===== config.mk =====
export PLATFORM = sky130hd
export DESIGN_NAME = octal_display_scan_controller_flat
export DESIGN_NICKNAME = d
export VERILOG_FILES = /design/src/rtl/octal_display_scan_controller_if.sv /design/src/rtl/octal_display_scan_controller.sv /design/src/flat_wrapper.sv
export SDC_FILE = /design/constraint.sdc
export NUM_CORES = 1
export LEC_CHECK = 0
export CORE_AREA = 2 2 81 83
export DETAILED_ROUTE_END_ITERATION = 8
export DIE_AREA = 0 0 83 85
export PLACE_DENSITY = 0.7
export SLEW_MARGIN = 30
export SYNTH_ARGS = -nofsm -noshare
export SYNTH_HDL_FRONTEND = slang
export SYNTH_SLANG_ARGS = --single-unit

===== constraint.sdc =====
create_clock -name clk -period 2.9 [get_ports clk]
set_input_delay 0.58 -clock clk [delete_from_list [all_inputs] [get_ports clk]]
set_output_delay 0.58 -clock clk [all_outputs]
set_load 0.1 [all_outputs]

===== src/rtl/octal_display_scan_controller_if.sv =====
// Control inputs and display/counter outputs of the octal scan controller.
interface octal_display_scan_controller_if;
    logic        run;
    logic        step;
    logic        up_down;
    logic        clear;
    logic [11:0] value;
    logic        wrap;
    logic        running;
    logic [3:0]  digit_en;
    logic [7:0]  seg;

    modport master (
        output run, step, up_down, clear,
        input  value, wrap, running, digit_en, seg
    );

    modport slave (
        input  run, step, up_down, clear,
        output value, wrap, running, digit_en, seg
    );
endinterface


===== src/rtl/octal_display_scan_controller.sv =====
// Prescaled 4-digit octal up/down counter with a time-multiplexed,
// registered 7-segment scan driver for a common-cathode display.
module octal_display_scan_controller #(
    parameter int unsigned PRESCALE = 4,
    parameter int unsigned SCAN_DIV = 2
) (
    input logic                            clk,
    input logic                            rst,
    octal_display_scan_controller_if.slave ctrl
);
    typedef enum logic {
        STOPPED = 1'b0,
        RUNNING = 1'b1
    } state_e;

    localparam logic [15:0] PRE_LAST  = 16'(PRESCALE - 1);
    localparam logic [15:0] SCAN_LAST = 16'(SCAN_DIV - 1);

    state_e      state_q;
    logic [15:0] presc_q;
    logic [11:0] value_q, value_d;
    logic        wrap_q, wrap_d;
    logic        count_evt;
    logic [15:0] scan_q;
    logic [1:0]  idx_q;
    logic [3:0]  digit_en_q;
    logic [7:0]  seg_q, seg_d;
    logic [2:0]  digit;
    logic        presc_term;
    logic        transition;

    always_comb begin
        presc_term = (presc_q == PRE_LAST);
        transition = (state_q == STOPPED && ctrl.run) || (state_q == RUNNING && !ctrl.run);
        // clear suppresses any count, so no wrap can be reported alongside it
        count_evt  = !ctrl.clear &&
                     ((state_q == RUNNING && ctrl.run && presc_term) ||
                      (state_q == STOPPED && ctrl.step));
        value_d = value_q;
        wrap_d  = 1'b0;
        if (count_evt) begin
            if (ctrl.up_down) begin
                value_d = value_q + 12'd1;
                wrap_d  = (value_q == '1);
            end else begin
                value_d = value_q - 12'd1;
                wrap_d  = (value_q == '0);
            end
        end
    end

    always_comb begin
        case (idx_q)
            2'd0:    digit = value_q[2:0];
            2'd1:    digit = value_q[5:3];
            2'd2:    digit = value_q[8:6];
            default: digit = value_q[11:9];
        endcase
        seg_d = 8'h00;
        case (digit)
            3'd0:    seg_d[6:0] = 7'h3F;
            3'd1:    seg_d[6:0] = 7'h06;
            3'd2:    seg_d[6:0] = 7'h5B;
            3'd3:    seg_d[6:0] = 7'h4F;
            3'd4:    seg_d[6:0] = 7'h66;
            3'd5:    seg_d[6:0] = 7'h6D;
            3'd6:    seg_d[6:0] = 7'h7D;
            default: seg_d[6:0] = 7'h07;
        endcase
        seg_d[7] = (idx_q == 2'd0) && (state_q == RUNNING);
    end

    always_ff @(posedge clk) begin
        if (rst) begin
            state_q    <= STOPPED;
            presc_q    <= '0;
            value_q    <= '0;
            wrap_q     <= 1'b0;
            scan_q     <= '0;
            idx_q      <= '0;
            digit_en_q <= 4'b0001;
            seg_q      <= 8'h3F;
        end else begin
            state_q <= ctrl.run ? RUNNING : STOPPED;

            if (ctrl.clear || transition) begin
                presc_q <= '0;
            end else if (state_q == RUNNING && ctrl.run) begin
                presc_q <= presc_term ? '0 : presc_q + 16'd1;
            end

            value_q <= ctrl.clear ? '0 : value_d;
            wrap_q  <= wrap_d;

            if (scan_q == SCAN_LAST) begin
                scan_q <= '0;
                idx_q  <= idx_q + 2'd1;
            end else begin
                scan_q <= scan_q + 16'd1;
            end

            // enable and segments register from the same index so they never skew
            digit_en_q <= 4'b0001 << idx_q;
            seg_q      <= seg_d;
        end
    end

    assign ctrl.value    = value_q;
    assign ctrl.wrap     = wrap_q;
    assign ctrl.running  = (state_q == RUNNING);
    assign ctrl.digit_en = digit_en_q;
    assign ctrl.seg      = seg_q;
endmodule


===== src/flat_wrapper.sv =====
// flat-port wrapper written by rule: the top's interface ports become plain ports
module octal_display_scan_controller_flat 
#(
    parameter int unsigned PRESCALE = 4,
    parameter int unsigned SCAN_DIV = 2
)
  (clk, rst, ctrl_run, ctrl_step, ctrl_up_down, ctrl_clear, ctrl_value, ctrl_wrap, ctrl_running, ctrl_digit_en, ctrl_seg);
  octal_display_scan_controller_if ctrl_i ();
  input logic clk;
  input logic rst;
  input wire logic [$bits(ctrl_i.run)-1:0] ctrl_run;
  input wire logic [$bits(ctrl_i.step)-1:0] ctrl_step;
  input wire logic [$bits(ctrl_i.up_down)-1:0] ctrl_up_down;
  input wire logic [$bits(ctrl_i.clear)-1:0] ctrl_clear;
  output wire logic [$bits(ctrl_i.value)-1:0] ctrl_value;
  output wire logic [$bits(ctrl_i.wrap)-1:0] ctrl_wrap;
  output wire logic [$bits(ctrl_i.running)-1:0] ctrl_running;
  output wire logic [$bits(ctrl_i.digit_en)-1:0] ctrl_digit_en;
  output wire logic [$bits(ctrl_i.seg)-1:0] ctrl_seg;
  assign ctrl_i.run = ctrl_run;
  assign ctrl_i.step = ctrl_step;
  assign ctrl_i.up_down = ctrl_up_down;
  assign ctrl_i.clear = ctrl_clear;
  assign ctrl_value = ctrl_i.value;
  assign ctrl_wrap = ctrl_i.wrap;
  assign ctrl_running = ctrl_i.running;
  assign ctrl_digit_en = ctrl_i.digit_en;
  assign ctrl_seg = ctrl_i.seg;
  octal_display_scan_controller #(.PRESCALE(PRESCALE), .SCAN_DIV(SCAN_DIV)) u_core (.clk(clk), .rst(rst), .ctrl(ctrl_i));
endmodule

==> results of run 1 <==
layer usage:
layer	vias to the layer above	part of all wire, %
met5	-	0
met4	0	2.1
met3	12	4.8
met2	70	47
met1	1177	46
li1	1305	-
flip-flops by register name (all words and copies together), names as in the netlist:
name,count
u_core.ctrl.digit_en,4
u_core.ctrl.running,1
u_core.ctrl.value,12
u_core.ctrl.wrap,1
u_core.idx_q,2
u_core.scan_q,16
u_core.ctrl.seg,8
u_core.presc_q,16
cell families after synthesis:
logic type | Yosys count | share of synthesized area, %
compound gates | 57 | 12.6
simple gates | 143 | 23.6
mux | 6 | 2.05
xor+xnor | 37 | 10.8
fa+ha+maj | 19 | 8.18
buf+inv | 19 | 2.67
flops | 60 | 40.1
cell type report:
cell class	count	area, sq um	area share [%]
Tap cell	77	96.3	2.66
Inverter	11	41.3	1.14
Clock buffer	9	124	3.42
Sequential cell	60	1200	33.2
Clock inverter	7	91.3	2.52
Timing Repair Buffer	45	350	9.68
Multi-Input combinational cell	262	1720	47.4
worst max path at each step:
stage,slack [ps],to,start
after detailed placement,30,u_core.ctrl.value[10],ctrl_up_down
final,340,u_core.ctrl.value[10],ctrl_up_down
after global placement,50,u_core.ctrl.value[10],ctrl_up_down
after global routing,210,u_core.ctrl.value[10],ctrl_up_down
after floorplan,280,u_core.ctrl.value[10],u_core.ctrl.value[2]
after CTS,350,u_core.ctrl.value[10],ctrl_up_down
critical path, delay by kind of cell:
kind,cells,cell delay [ps]
AO/OA/AOI/OAI,4,970
adder cells (fa/ha/maj),1,420
buffers and inverters,2,610
AND/OR/NAND/NOR,1,70
XOR/XNOR,1,160
through the flow:
| step | worst slack, ps | hold slack [ps] |
|---|---|---|
| final | 338 | 495 |
| after global routing | 213 | 534 |
| after CTS | 348 | 507 |
| after detailed placement | 32.0 | 491 |
| after global placement | 46.4 | 477 |
| after floorplan | 283 | 453 |
layout by cell type, fill, tap and decap left out, types with 3 or more instances in the layout:
cell type,netlist,routed
ha_1,18,18
xor2_1,17,17
nor3_1,11,11
o21bai_1,3,3
inv_1,11,11
nand3_1,11,11
nor2_1,44,44
xnor2_1,20,20
a211oi_1,3,3
dfxtp_1,60,60
clkbuf_8,0,9
and3_1,4,4
nand4_1,11,11
a21oi_1,18,18
clkinv_2,0,3
and4_1,4,4
o21ai_0,10,10
nand2_1,30,30
buf_4,2,40
mux2i_1,5,5
a21o_1,6,6
nor4_1,9,9
clkdlybuf4s50_1,0,5
or3_1,5,5
power breakdown:
group	internal, mW	switching [mW]
logic	0.125	0.279
registers	0.855	0.0319
clock network	0.480	0.329
total	1.46	0.639
==> run metrics, run 1 <==
# rows=29; Hold Crit Depth=1; fraction of layout cells with a size suffix above 1=15.5%; Starting Density=48.3%; endpoints failing setup=0; via count=2564; Filler cells=561; wire length per cell=13.7 um; Crit Path Class=input pin to flip-flop; Max Slew Vio Count=0; initial antenna violation count=0; HP Class=flip-flop to flip-flop; Final min period=around 2600 ps; sequential share of the synthesized area=40.1%; Finished Layout Cells=471; die area=7060 sq um; dpl cells=455; commonest register cell after synthesis=dfxtp_1; CTS sink cnt=60; count leader, synth=dfxtp_1; critical path's largest stage delay=470 ps; vias in the first global route=approximately 2400; # Post-CTS Setup Buffers=0; post-synth top area cell=dfxtp_1; post-route setup TNS=0 ps; endpoints failing hold=0; gr usage total=19.3%; r2r setup slk=690 ps; Hold Crit Start=u_core.scan_q[0]; Synth Warn #=0; CP max-delay cell=clkdlybuf4s50_1; top cells by area, synth=dfxtp_1 (40%), ha_1 (7.5%), xnor2_1 (5.8%); Placed Instance Area=3410 sq um; Antenna Nets Post-Route=0; post-layout util=approximately three fifths; asr flop ratio synth=0%; design area=3620 sq um; Core Area=6200 sq um; # DRC=0; Yosys top cell area share=between 40% and 50%; routing usage on met2=30.9%; Clock H-tree levels=3; die width=between 80 and 90 um; status=complete, no violations; Post-Syn Instances=341; GR Util met3=4.47%; Layout Nets=around 410; clock tree buffer depth=2; final global-route overflow total=0; CTS tree=yes; Worst-Margin Slew=568 ps; met1 Track Usage GR=24.7%; Resized cells post-CTS=0; Leakage=1.44 nW; Max-Cap Viols=0; mapped cell area=roughly 3000 sq um; Area growth syn-to-layout=20.8%; ant diodes=0; first-pass GRT wire length=11100 um; reg2reg path depth=5; Clock transition at path regs=70 ps; Design Power=2.10 mW; Worst EP required=3160 ps; Post-synth top cells=dfxtp_1 (60), nor2_1 (44), nand2_1 (30); RR Endpoint=u_core.ctrl.seg[2]; Most Crowded Layer GR=met2; Slew Limit Headroom=61.0%; hpwl dp=4730 um; final wirelength=6480 um; WHS Endpoint=u_core.scan_q[0]; Post-synth EDFFs=0; peak supply drop=between 0.3 and 0.4 mV; Achievable Freq=0.390 GHz; drt initial violations=191; final period utilization=88.3%; DRT Pass-1 Iters=4; Post-Syn Nets=between 300 and 400; RSZ-0062 raised after global routing=false; crit path DAT=2820 ps; crit-path max FO=8; reg-to-reg startpoint=u_core.idx_q[0]; Clk Latency, worst-skew pair=between 300 and 400 ps; Port Buffer Count=31; Seq cells post-synth=60; Worst setup SP type=input pin; worst clock skew=9.65 ps; root buf cell=clkbuf_8; GPL Wtd Cong=0.904; largest net degree at the start of global routing=18; Synth cell types=50; Inserted Clock Buffers=9; Vias/cell=5.44; crit path capture type=flip-flop; Ports=32; Die H=85 um; post-synthesis average cell area=8.79 sq um; Hold Buf Count CTS=0; critical path, cell by cell=clkdlybuf4s50_1, inv_1, fa_1, a211oi_1, o21ai_0, a221oi_1, xnor2_1, nand2_1, a21oi_1; Cell Pwr Density=580 nW/um^2
Power figures use the tool's default switching activity.
==> run 2, diff against run 1 <==
Settings changed: SKIP_CTS_REPAIR_TIMING set to 1.
==> results of run 2 <==
Final layout, timing and power as in run 1 (identical DEF).
==> run 3, diff against run 2 <==
Settings changed: CORE_AREA 2 2 81 83 to 2 2 77 79, DIE_AREA 0 0 83 85 to 0 0 79 81, HOLD_SLACK_MARGIN set to 0.15, PLACE_DENSITY 0.7 to 0.77.
==> run metrics, run 3 (synthesis gave the netlist of run 1 again) <==
Inserted Clock Buffers=9 (unchanged); initial antenna violation count=0 (unchanged); Clock H-tree levels=3 (unchanged); fraction of layout cells with a size suffix above 1=15.2% (-0.29 points); Slew Limit Headroom=60.8% (-0.19 points); Ports=32 (unchanged); Die H=81 um (-4.7%); Clock transition at path regs=60 ps (about the same); GPL Wtd Cong=0.933 (+3.1%); Clk Latency, worst-skew pair=340 ps (about the same); reg2reg path depth=6 (+1); # rows=28 (-3.4%); Crit. Startpoint=ctrl_up_down; hpwl dp=4750 um (+0.35%); RR Endpoint=u_core.ctrl.seg[2]; first-pass GRT wire length=11400 um (+2.4%); DRT Pass-1 Iters=4 (unchanged); most frequent cells in the layout=dfxtp_1 (60), nor2_1 (44), buf_4 (41); ant diodes=0 (unchanged); Leakage=1.41 nW (-1.6%); final wirelength=6560 um (+1.3%); endpoints failing hold=0 (unchanged); Achievable Freq=0.388 GHz (-0.57%); clock tree buffer depth=2 (unchanged); status=complete, no violations; vias in the first global route=2533 (+5.1%); Reg power frac=45.7% (+3.5 points); die width=79 um (-4.8%); die area=6400 sq um (-9.3%); Worst EP required=3170 ps (about the same); Starting Density=52.8% (+4.5 points); wire length per cell=14.0 um (+1.5%); part of the power in the clock network=33.4% (-5.1 points); drt initial violations=174 (-8.9%); commonest non-fill, non-tap cell in the layout=dfxtp_1; Cell Pwr Density=542 nW/um^2 (-6.5%); RSZ-0062 raised after global routing=false; Max Slew Vio Count=0 (unchanged); Layout Nets=415 (+0.24%); crit-path max FO=8 (unchanged); gr usage total=22.8% (+3.5 points); r2r setup slk=720 ps (+30 ps); Antenna Nets Post-Route=0 (unchanged); post-route setup TNS=0 ps (unchanged); # DRC=0 (unchanged); Worst setup SP type=input pin; Core Area=5680 sq um (-8.5%); root buf cell=clkbuf_8; final period utilization=88.8% (+0.51 points); crit path DAT=2850 ps (+30 ps); NetSw=630 uW (-1.5%); CTS sink cnt=60 (unchanged); internal power=1.31 mW (-10%); peak supply drop=0.472 mV (+29%); Crit Path Class=input pin to flip-flop; endpoints failing setup=0 (unchanged); Port Buffer Count=31 (unchanged); setup slack after layout=323 ps (-14.8 ps); Vias/cell=5.53 (+1.6%); largest net degree at the start of global routing=18 (unchanged); Post-Place Worst Slack=2.24 ps (-29.8 ps); Worst-Margin Slew=571 ps (+2.79 ps); Worst Setup EP=u_core.ctrl.value[10]; Final min period=2580 ps (+14.8 ps); worst clock skew=4.31 ps (-5.34 ps); switching fraction of total power=32.4% (+2.0 points); CTS tree=yes; HP Class=flip-flop to flip-flop; crit path capture type=flip-flop; Max-Cap Viols=0 (unchanged); final global-route overflow total=0 (unchanged); via count=2600 (+1.4%); Area growth syn-to-layout=19.4%; reg-to-reg startpoint=u_core.idx_q[0]; Comb pwr share=20.9% (+1.7 points)
## run 3: cell count changes in the layout (fill, tap and decap cells not counted), sizes merged
cell	change
bufinv	-2
clkbuf	+3
clkinv	-2
clkinvlp	+1
buf	+1
## run 3: worst max-delay path, cell delays in order
cell,delay (ps)
clkdlybuf4s50_1,470
inv_1,150
fa_1,430
a211oi_1,310
o21ai_0,160
a221oi_1,360
xnor2_1,160
nand2_1,70
a21oi_1,150
## run 3: worst min-delay path by stage
stage               depth (start not counted)  slack, ps                to        startpoint
floorplan                                   1        450  u_core.scan_q[0]  u_core.scan_q[0]
global placement                            1        470  u_core.scan_q[0]  u_core.scan_q[0]
detailed placement                          1        480  u_core.scan_q[0]  u_core.scan_q[0]
CTS                                         1        490  u_core.scan_q[0]  u_core.scan_q[0]
global route                                1        530  u_core.scan_q[0]  u_core.scan_q[0]
finish                                      1        490  u_core.scan_q[0]  u_core.scan_q[0]
## run 3: area by class of cell
cell class | instances | area, sq um
inverter | 11 | 41.3
clock inverter | 4 | 25.0
multi-input combinational | 262 | 1720
fill | 500 | 2090
tap | 75 | 93.8
clock buffer | 12 | 145
sequential | 60 | 1200
timing repair buffer | 46 | 358
## run 3: power groups by stage
stage,Clock (mW),Combinational (mW),Sequential (mW)
5_1_grt,0.702,0.439,0.890
6_report,0.649,0.406,0.886
3_5_place_dp,0,0.405,0.904
4_1_cts,0.662,0.406,0.886
3_3_place_gp,0,0.401,0.904
2_1_floorplan,0,0.165,1.04
## run 3: metrics by stage
step	power, mW	util, %	std cells	hold slack, ps	cell area (sq um)
3_3_place_gp	1.30	60.1	454	474	3410
4_1_cts	1.95	63.1	470	492	3580
5_1_grt	2.03	63.1	470	531	3580
6_report	1.94	63.1	470	488	3580
2_1_floorplan	1.21	-	341	453	3000
3_5_place_dp	1.31	60.1	454	478	3410
## run 3: per-layer routing
metal | global-route usage (%) | part of all wire (%) | up-vias
li1 | - | - | 1313
met1 | 28.7 | 45 | 1213
met2 | 35.7 | 48 | 59
met3 | 6.44 | 5.2 | 15
met4 | 11.7 | 2.1 | 0
met5 | 0 | 0 | -
